[config.mk]
export PLATFORM = sky130hd
export DESIGN_NAME = ssd_scan_ctrl
export DESIGN_NICKNAME = d
export VERILOG_FILES = /design/src/rtl/ssd_pkg.sv /design/src/rtl/ssd_hex_decode.sv /design/src/rtl/ssd_scan_ctrl.sv
export SDC_FILE = /design/constraint.sdc
export NUM_CORES = 1
export LEC_CHECK = 0
export ABC_AREA = 1
export CAP_MARGIN = 20
export CELL_PAD_IN_SITES_DETAIL_PLACEMENT = 2
export CELL_PAD_IN_SITES_GLOBAL_PLACEMENT = 2
export CORE_MARGIN = 5
export CORE_UTILIZATION = 25
export CTS_CLUSTER_SIZE = 30
export DETAILED_ROUTE_END_ITERATION = 8
export GPL_TIMING_DRIVEN = 0
export HOLD_SLACK_MARGIN = 0.06
export PLACE_DENSITY_LB_ADDON = 0.08
export SLEW_MARGIN = 10
export SYNTH_ARGS = -nofsm -noshare
export SYNTH_HDL_FRONTEND = slang
export SYNTH_SLANG_ARGS = --single-unit
[constraint.sdc]
create_clock -name i_clk -period 5.1 [get_ports i_clk]
set_input_delay 0.765 -clock i_clk [delete_from_list [all_inputs] [get_ports i_clk]]
set_output_delay 0.765 -clock i_clk [all_outputs]
set_load 0.05 [all_outputs]
[src/rtl/ssd_pkg.sv]
// ssd_pkg: seven-segment glyph constants and sizing helpers for the scan controller
package ssd_pkg;
  localparam logic [6:0] SEG_0     = 7'b1111110;
  localparam logic [6:0] SEG_1     = 7'b0110000;
  localparam logic [6:0] SEG_2     = 7'b1101101;
  localparam logic [6:0] SEG_3     = 7'b1111001;
  localparam logic [6:0] SEG_4     = 7'b0110011;
  localparam logic [6:0] SEG_5     = 7'b1011011;
  localparam logic [6:0] SEG_6     = 7'b1011111;
  localparam logic [6:0] SEG_7     = 7'b1110000;
  localparam logic [6:0] SEG_8     = 7'b1111111;
  localparam logic [6:0] SEG_9     = 7'b1111011;
  localparam logic [6:0] SEG_A     = 7'b1110111;
  localparam logic [6:0] SEG_B     = 7'b0011111;
  localparam logic [6:0] SEG_C     = 7'b1001110;
  localparam logic [6:0] SEG_D     = 7'b0111101;
  localparam logic [6:0] SEG_E     = 7'b1001111;
  localparam logic [6:0] SEG_F     = 7'b1000111;
  localparam logic [6:0] SEG_BLANK = 7'b0000000;

  function automatic logic [6:0] hex_to_seg(input logic [3:0] nibble);
    case (nibble)
      4'h0: return SEG_0;
      4'h1: return SEG_1;
      4'h2: return SEG_2;
      4'h3: return SEG_3;
      4'h4: return SEG_4;
      4'h5: return SEG_5;
      4'h6: return SEG_6;
      4'h7: return SEG_7;
      4'h8: return SEG_8;
      4'h9: return SEG_9;
      4'hA: return SEG_A;
      4'hB: return SEG_B;
      4'hC: return SEG_C;
      4'hD: return SEG_D;
      4'hE: return SEG_E;
      default: return SEG_F;
    endcase
  endfunction

  function automatic int digit_idx_w(input int n);
    return (n > 2) ? $clog2(n) : 1;
  endfunction
endpackage

[src/rtl/ssd_hex_decode.sv]
// ssd_hex_decode: nibble to true-polarity seven-segment glyph
module ssd_hex_decode
  import ssd_pkg::*;
(
  input  logic [3:0] i_nibble,
  output logic [6:0] o_seg
);
  assign o_seg = hex_to_seg(i_nibble);
endmodule

[src/rtl/ssd_scan_ctrl.sv]
// ssd_scan_ctrl: multiplexed hex display scanner with tear-free loading, blanking, dp and blink
module ssd_scan_ctrl
  import ssd_pkg::*;
#(
  parameter int NUM_DIGITS     = 4,
  parameter int CLK_DIV        = 200000,
  parameter int BLINK_FRAMES   = 64,
  parameter bit AN_ACTIVE_LOW  = 1'b1,
  parameter bit SEG_ACTIVE_LOW = 1'b1
) (
  input  logic                    i_clk,
  input  logic                    i_reset,
  input  logic [4*NUM_DIGITS-1:0] i_data_in,
  input  logic                    i_data_we,
  input  logic                    i_enable,
  input  logic                    i_blank_lz,
  input  logic [NUM_DIGITS-1:0]   i_dp_mask,
  input  logic [NUM_DIGITS-1:0]   i_blink_mask,
  output logic [NUM_DIGITS-1:0]   o_an,
  output logic [6:0]              o_seg,
  output logic                    o_dp,
  output logic                    o_frame_done,
  output logic                    o_load_pending
);
  localparam int IW = digit_idx_w(NUM_DIGITS);
  localparam int DW = $clog2(CLK_DIV + 1);
  localparam int BW = $clog2(BLINK_FRAMES + 1);
  localparam int DL = 4 * NUM_DIGITS;

  logic [DW-1:0]         r_div_cnt;
  logic [IW-1:0]         r_digit_idx;
  logic [DL-1:0]         r_shadow, r_active;
  logic [BW-1:0]         r_blink_cnt;
  logic                  r_blink_phase, r_load_pending, r_frame_done;
  logic [NUM_DIGITS-1:0] r_an;
  logic [6:0]            r_seg;
  logic                  r_dp;

  logic                  w_tick, w_wrap, w_blank, w_blink_wrap;
  logic [DW-1:0]         w_div_nxt;
  logic [IW-1:0]         w_idx_nxt;
  logic [NUM_DIGITS-1:0] w_lz, w_onehot;
  logic [3:0]            w_nibble;
  logic [6:0]            w_glyph;

  assign w_tick       = r_div_cnt == DW'(CLK_DIV - 1);
  assign w_wrap       = w_tick && r_digit_idx == IW'(NUM_DIGITS - 1);
  assign w_div_nxt    = w_tick ? '0 : r_div_cnt + DW'(1);
  assign w_idx_nxt    = w_wrap ? '0 : w_tick ? r_digit_idx + IW'(1) : r_digit_idx;
  assign w_blink_wrap = r_blink_cnt == BW'(BLINK_FRAMES - 1);
  assign w_nibble     = r_active[{r_digit_idx, 2'b00} +: 4];
  assign w_onehot     = NUM_DIGITS'(1) << r_digit_idx;

  // w_lz[k]: every nibble from k upward is zero
  always_comb begin
    w_lz = '0;
    for (int k = 0; k < NUM_DIGITS; k++) w_lz[k] = (r_active >> (4 * k)) == '0;
  end

  assign w_blank = (i_blank_lz && r_digit_idx != '0 && w_lz[r_digit_idx]) ||
                   (i_blink_mask[r_digit_idx] && r_blink_phase);

  ssd_hex_decode u_dec (
    .i_nibble (w_nibble),
    .o_seg    (w_glyph)
  );

  always_ff @(posedge i_clk) begin
    if (!i_reset) begin
      r_div_cnt      <= '0;
      r_digit_idx    <= '0;
      r_shadow       <= '0;
      r_active       <= '0;
      r_load_pending <= 1'b0;
      r_blink_cnt    <= '0;
      r_blink_phase  <= 1'b0;
      r_frame_done   <= 1'b0;
      r_an           <= {NUM_DIGITS{AN_ACTIVE_LOW}};
      r_seg          <= {7{SEG_ACTIVE_LOW}};
      r_dp           <= SEG_ACTIVE_LOW;
    end else begin
      r_div_cnt      <= w_div_nxt;
      r_digit_idx    <= w_idx_nxt;
      r_frame_done   <= w_div_nxt == DW'(CLK_DIV - 1) && w_idx_nxt == IW'(NUM_DIGITS - 1);
      if (w_wrap && r_load_pending) r_active <= r_shadow;
      if (i_data_we) r_shadow <= i_data_in;
      r_load_pending <= i_data_we || (r_load_pending && !w_wrap);
      if (w_wrap) r_blink_cnt <= w_blink_wrap ? '0 : r_blink_cnt + BW'(1);
      if (w_wrap && w_blink_wrap) r_blink_phase <= !r_blink_phase;
      r_an           <= (i_enable ? w_onehot : '0) ^ {NUM_DIGITS{AN_ACTIVE_LOW}};
      r_seg          <= (w_blank ? SEG_BLANK : w_glyph) ^ {7{SEG_ACTIVE_LOW}};
      r_dp           <= (i_dp_mask[r_digit_idx] && !w_blank) ^ SEG_ACTIVE_LOW;
    end
  end

  assign o_an           = r_an;
  assign o_seg          = r_seg;
  assign o_dp           = r_dp;
  assign o_frame_done   = r_frame_done;
  assign o_load_pending = r_load_pending;
endmodule

==> Yosys cells after proc, flatten, opt, wreduce, memory -nomap -nowiden <==
Memory sizes are Yosys's and may differ from the RTL's.
Index checks and enable logic that the tools add are counted.
{ "op_classes": {"reduce_logical": 19, "addsub": 3, "n_shift": 2, "order_cmp": 1, "n_bitwise": 3, "mux": 12, "n_eq_ne": 5} }
{ "op_table": {"columns": ["cell", "count"], "rows": [
  ["zero test 16 bit", 4],
  ["== test 18 bit (second input constant)", 2],
  ["adder 18 x 1 -> 18 bit (second input constant)", 1],
  ["two-way mux 18 bit", 1],
  ["indexed part select 16 x 5 -> 4 bit", 1],
  ["two-way mux 7 bit", 2],
  ["logical AND 1 bit", 9],
  ["adder 7 x 1 -> 7 bit (second input constant)", 1],
  ["== test 7 x 6 -> 1 bit (second input constant)", 1],
  ["inverter 7 bit", 1],
  ["binary-select mux 1 bit (select 2 bit)", 3],
  ["== test 2 bit (second input constant)", 2],
  ["two-way mux 2 bit", 2],
  ["two-way mux 4 bit", 1],
  ["inverter 4 bit", 1],
  ["<< shifter 1 x 2 -> 4 bit (first input constant)", 1],
  ["zero test 1 bit", 3],
  ["less-than comparator 2 x 3 -> 1 bit (second input constant)", 1],
  ["two-way mux 1 bit", 3],
  ["adder 2 x 1 -> 2 bit (second input constant)", 1],
  ["logical OR 1 bit", 2],
  ["nonzero test 2 bit", 1],
  ["inverter 1 bit", 1]
]} }
{ "word_totals": {"out_inout_bits": 14, "regBits": 74, "memories": 1, "wordCells": 57, "romBits": 112, "in_bits": 29} }
{ "memory_table": {"columns": ["memory", "depth", "word_bits", "rd", "rd_clocked_by_memory_dff", "write_ports", "line_no", "text"], "rows": [
  ["(no name shown)", 16, 7, 1, 0, 0, "ssd_pkg.sv:22", "case (nibble)"]
]} }

==> Longest topological paths before layout <==
{ "logic_depth": {"depth_word": 8, "depth_mapped": 13, "mapped_depth_nobuf": 11} }

==> Modules after synthesis <==
Synthesis repeated with hierarchy kept, for this count alone.
{ "hier_totals": {"cells_unflattened": 511, "area_unflattened_um2": 3534.6} }
{ "modules_own_cells": {"columns": ["module", "area_per_inst_um2", "cells_each", "n_inst", "seq_area_each_um2"], "rows": [
  ["ssd_scan_ctrl", 3264.4, 459, 1, 1481.4],
  ["ssd_hex_decode", 270.3, 52, 1, 0.0]
]} }

==> Least setup slack after synthesis <==
Ideal clock, no wire load.
{ "synth_path": {"path_type": "reg-to-reg", "from": "register r_digit_idx[1]", "to": "register r_seg[6], in the netlist o_seg[6]", "slack_ns": 3.269, "setup_time_ns": 0.134, "t_arrival_ns": 1.697, "path_stages_with_launch": 13, "synth_period_minus_slack_ns": 1.831, "path_buffers": 1, "required_time_ns": 4.966, "cell_sequence": "dfxtp_1 -> buf_4 -> clkinv_1 -> a21oi_1 -> o21ai_0 -> nand2_1 -> inv_1 -> ha_1 -> inv_1 -> nor2_1 -> o21ai_0 -> o21a_1 -> nand3_1"} }
{ "synth_via": {"elab_chain_len": 6, "elab_cells_between_ends": 13, "classes_between": "shift: 1; mux: 5; bitwise: 1; reduce/logical: 5; memory: 1"} }
{ "synth_lines": {"columns": ["item", "line_no", "text"], "rows": [
  ["start: declaration", "ssd_scan_ctrl.sv:31", "logic [IW-1:0] r_digit_idx;"],
  ["start signal: assignment", "ssd_scan_ctrl.sv:83", "r_digit_idx <= w_idx_nxt;"],
  ["branches (longest 4 deep; another with memory read (16 x 7 bit))", null, null],
  ["two-way mux 7 bit *", "ssd_scan_ctrl.sv:91", "r_seg <= (w_blank ? SEG_BLANK : w_glyph) ^ {7{SEG_ACTIVE_LOW}};"],
  ["inverter 7 bit (no line) *", null, null],
  ["end signal: assignment", "ssd_scan_ctrl.sv:79", "r_seg <= {7{SEG_ACTIVE_LOW}};"],
  ["end signal: assignment", "ssd_scan_ctrl.sv:91", null],
  ["end: declaration", "ssd_scan_ctrl.sv:36", "logic [6:0] r_seg;"]
]} }
Every way passes the cells marked *. The select of a mux whose other input is x is not followed.
A chain may end at the register's enable or synchronous reset.

==> Worst setup path after layout <==
{ "layout_path": {"from": "register r_load_pending, in the netlist o_load_pending", "to": "output o_load_pending"} }
{ "layout_rtl": {"columns": ["item", "line_no", "text"], "rows": [
  ["start: declaration", "ssd_scan_ctrl.sv:34", "logic r_blink_phase, r_load_pending, r_frame_done;"],
  ["start signal: assignment", "ssd_scan_ctrl.sv:87", "r_load_pending <= i_data_we || (r_load_pending && !w_wrap);"],
  ["end: declaration", "ssd_scan_ctrl.sv:23", "output logic o_load_pending"]
]} }
No word-level cell between the ends.

==> summary.txt <==
Detailed routing
  • Iteration-0 DRC Markers: 79
  • DR vias/cell: 4.49
  • # DRC: 0
  • Pre-antenna DRT Iters: 4
  • WL/cell: 14.4 microns
  • Post-route ant nets: 0
  • Total number of vias: 3281
  • WL final: 10.5 mm

Global route
  • GRT overflow: 0
  • Total track usage: 0.137
  • Initial antenna violation count: 0
  • Largest net degree at the start of global routing: 15
  • Global-route wire length before repair: 17.7 mm
  • Vias in the first global route: 3554

Timing
  • RSZ-0062 raised after global routing: false
  • Worst setup margin: 2770 ps
  • Final setup violation count: 0
  • Relative slew margins: 0.614
  • Final Slew Violations: 0
  • Fin Clk Skew: 8.43 ps
  • Tcrit/Tclk final: 0.456
  • Max Freq: 0.430 GHz
  • Worst Max-Slew Pin Slew: 579 ps
  • Min Clock Period, post-route: 2330 ps
  • Setup TNS: 0 ps
  • Final Hold Fails: 0

Worst setup path
  • CP top delay family: buffers and inverters
  • CP Data Required Time: 4340 ps
  • Data arrival time of the worst path: 1560 ps
  • Critical-path maximum fanout: 3
  • Critical Path Start Type: flip-flop
  • Crit path capture type: output pin
  • Crit path kind: flip-flop to output pin
  • Crit-path cells: clkdlybuf4s50_1
  • Worst path slowest cell: clkdlybuf4s50_1
  • Buf+Inv Stages, Crit Path: 1
  • Max incr delay on CP: 830 ps

Finish
  • Layout cells sized above 1: 0.0653
  • Commonest non-fill, non-tap cell in the layout: nor2_1
  • Layout area overhead: 28.7%
  • Most frequent cells in the layout: nor2_1 (115), nand2_1 (84), dfxtp_1 (74)
  • Design Area, Final: 0.00446 sq mm
  • Fill cells: 1654
  • Antenna Cells: 0
  • Final nets: 586

Logic synthesis
  • Gate Count Post-Synth: 493
  • Ys flop type: dfxtp_1
  • #FFs+latches synth: 74
  • Ys Warns: 0
  • Synth Net Count: 533
  • Cell Area, Synth: 0.00347 sq mm
  • Post-synthesis sequential area ratio: 0.427
  • Yosys cell types: 38
  • Syn Area/Cell: 7.04 sq um
  • Post-synth EDFFs: 0
  • Asr flop ratio synth: 0

Floorplanning
  • Num ports: 43
  • Width of the die: 128 microns
  • Initial Util: 0.253
  • Die Span Y: 128 microns
  • Total core area: 0.0137 sq mm
  • Die Area: 0.0163 sq mm
  • Rows: 43

CTS
  • Clock transition at path regs: 70 ps
  • Clk sinks: 74
  • CTS tree: yes
  • Num CTS Buffers: 9
  • Post-CTS sizing: 0
  • Skew-Pair Late Insertion Delay: 340 ps
  • H-tree levels: 3
  • Clock Tree Root: clkbuf_16
  • Clock Tree Buf Depth: 2
  • Setup bufs post-CTS: 0
  • Cts hold-fix bufs: 0

Pwr
  • Peak VDD IR: 0.130 mV
  • Lkg Pwr: 1.80 nW
  • Cell Pwr Density: 323 mW/mm^2
  • Power after layout: 0.00144 W

Placed design
  • Post-DP Area: 0.00411 sq mm
  • Gpl congestion: 0.727
  • Number of buffers added on ports: 42
  • Post-DP HPWL: 8.24 mm
  • Pre-CTS setup slack: 2520 ps

Run status
  • Status: completed

Job
  • Max cap viols: 0

Min path
  • Hold crit path type: flip-flop to flip-flop
## kinds of logic after synthesis
group | after synthesis | share of synthesized area
flip-flops | 74 | 0.427
adder cells (fa/ha/maj) | 11 | 0.0397
AO/OA/AOI/OAI | 82 | 0.124
buffers and inverters | 60 | 0.0729
XOR/XNOR | 5 | 0.0126
AND/OR/NAND/NOR | 261 | 0.324
## where the power goes
part	switching (W)	internal (W)
sequential	0.00000807	0.000593
combinational	0.0000470	0.0000374
clock	0.000271	0.000483
## per-stage QoR
step           utilization  std cells  hold WS [ps]
2_1_floorplan            -        493           437
3_3_place_gp         0.300        715           449
3_5_place_dp         0.300        715           459
4_1_cts              0.325        731           489
5_1_grt              0.325        731           512
6_report             0.325        731           481
## layout make-up
type / count / area, sq um / share of cell area
Timing Repair Buffer: 42 / 420 / 0.0942
Clock inverter: 7 / 124 / 0.0278
Clock buffer: 9 / 225 / 0.0505
Multi-Input combinational cell: 359 / 1730 / 0.389
Inverter: 47 / 178 / 0.0398
Sequential cell: 74 / 1480 / 0.332
Buffer: 13 / 75.1 / 0.0168
Tap cell: 180 / 225 / 0.0505
## layer usage
layer  vias to the layer above  global-route usage  wire, microns
met2                        37               0.223           4950
met3                        14              0.0250            248
met1                      1532               0.176           5100
met5                         -                   0              0
met4                         0              0.0612            216
li1                       1698                   -              -
## worst paths after layout
path	slack, ps	endpoint	cells past startpoint	start
setup reg to reg	2800	o_seg[6]$_SDFF_PN1_	12	r_digit_idx[1]$_SDFF_PN0_
setup / recovery	2770	o_load_pending	1	o_load_pending$_SDFF_PN0_
hold reg to reg	480	r_active[7]$_SDFFE_PN0P_	2	r_active[7]$_SDFFE_PN0P_
hold / removal	480	r_active[7]$_SDFFE_PN0P_	2	r_active[7]$_SDFFE_PN0P_
## synth_stat cells (2+ instances only)
master	n	area, sq um
o21ai_1	11	55.1
xnor2_1	3	26.3
a21oi_1	22	110
ha_1	11	138
nand4_1	8	50.1
xor2_1	2	17.5
buf_6	2	22.5
inv_2	3	11.3
nand2_1	84	315
nor3_1	14	70.1
clkbuf_1	8	30.0
clkinv_1	3	11.3
dfxtp_1	74	1480
inv_1	40	150
o21ai_0	42	210
nand3_1	27	135
nor2_1	115	432
nand2_2	2	12.5
buf_4	3	22.5
## worst min-delay path, cell delays in order (launching register included)
cell and delay [ps]:
dfxtp_1 300, inv_1 80, a21oi_1 60
## registers in the layout, indices dropped and copies added, names as in the netlist
signal,count
r_active,16
r_blink_phase,1
o_dp,1
r_digit_idx,2
r_shadow,16
o_seg,7
o_frame_done,1
r_div_cnt,18
r_blink_cnt,7
o_load_pending,1
o_an,4
Power figures use the tool's default switching activity.
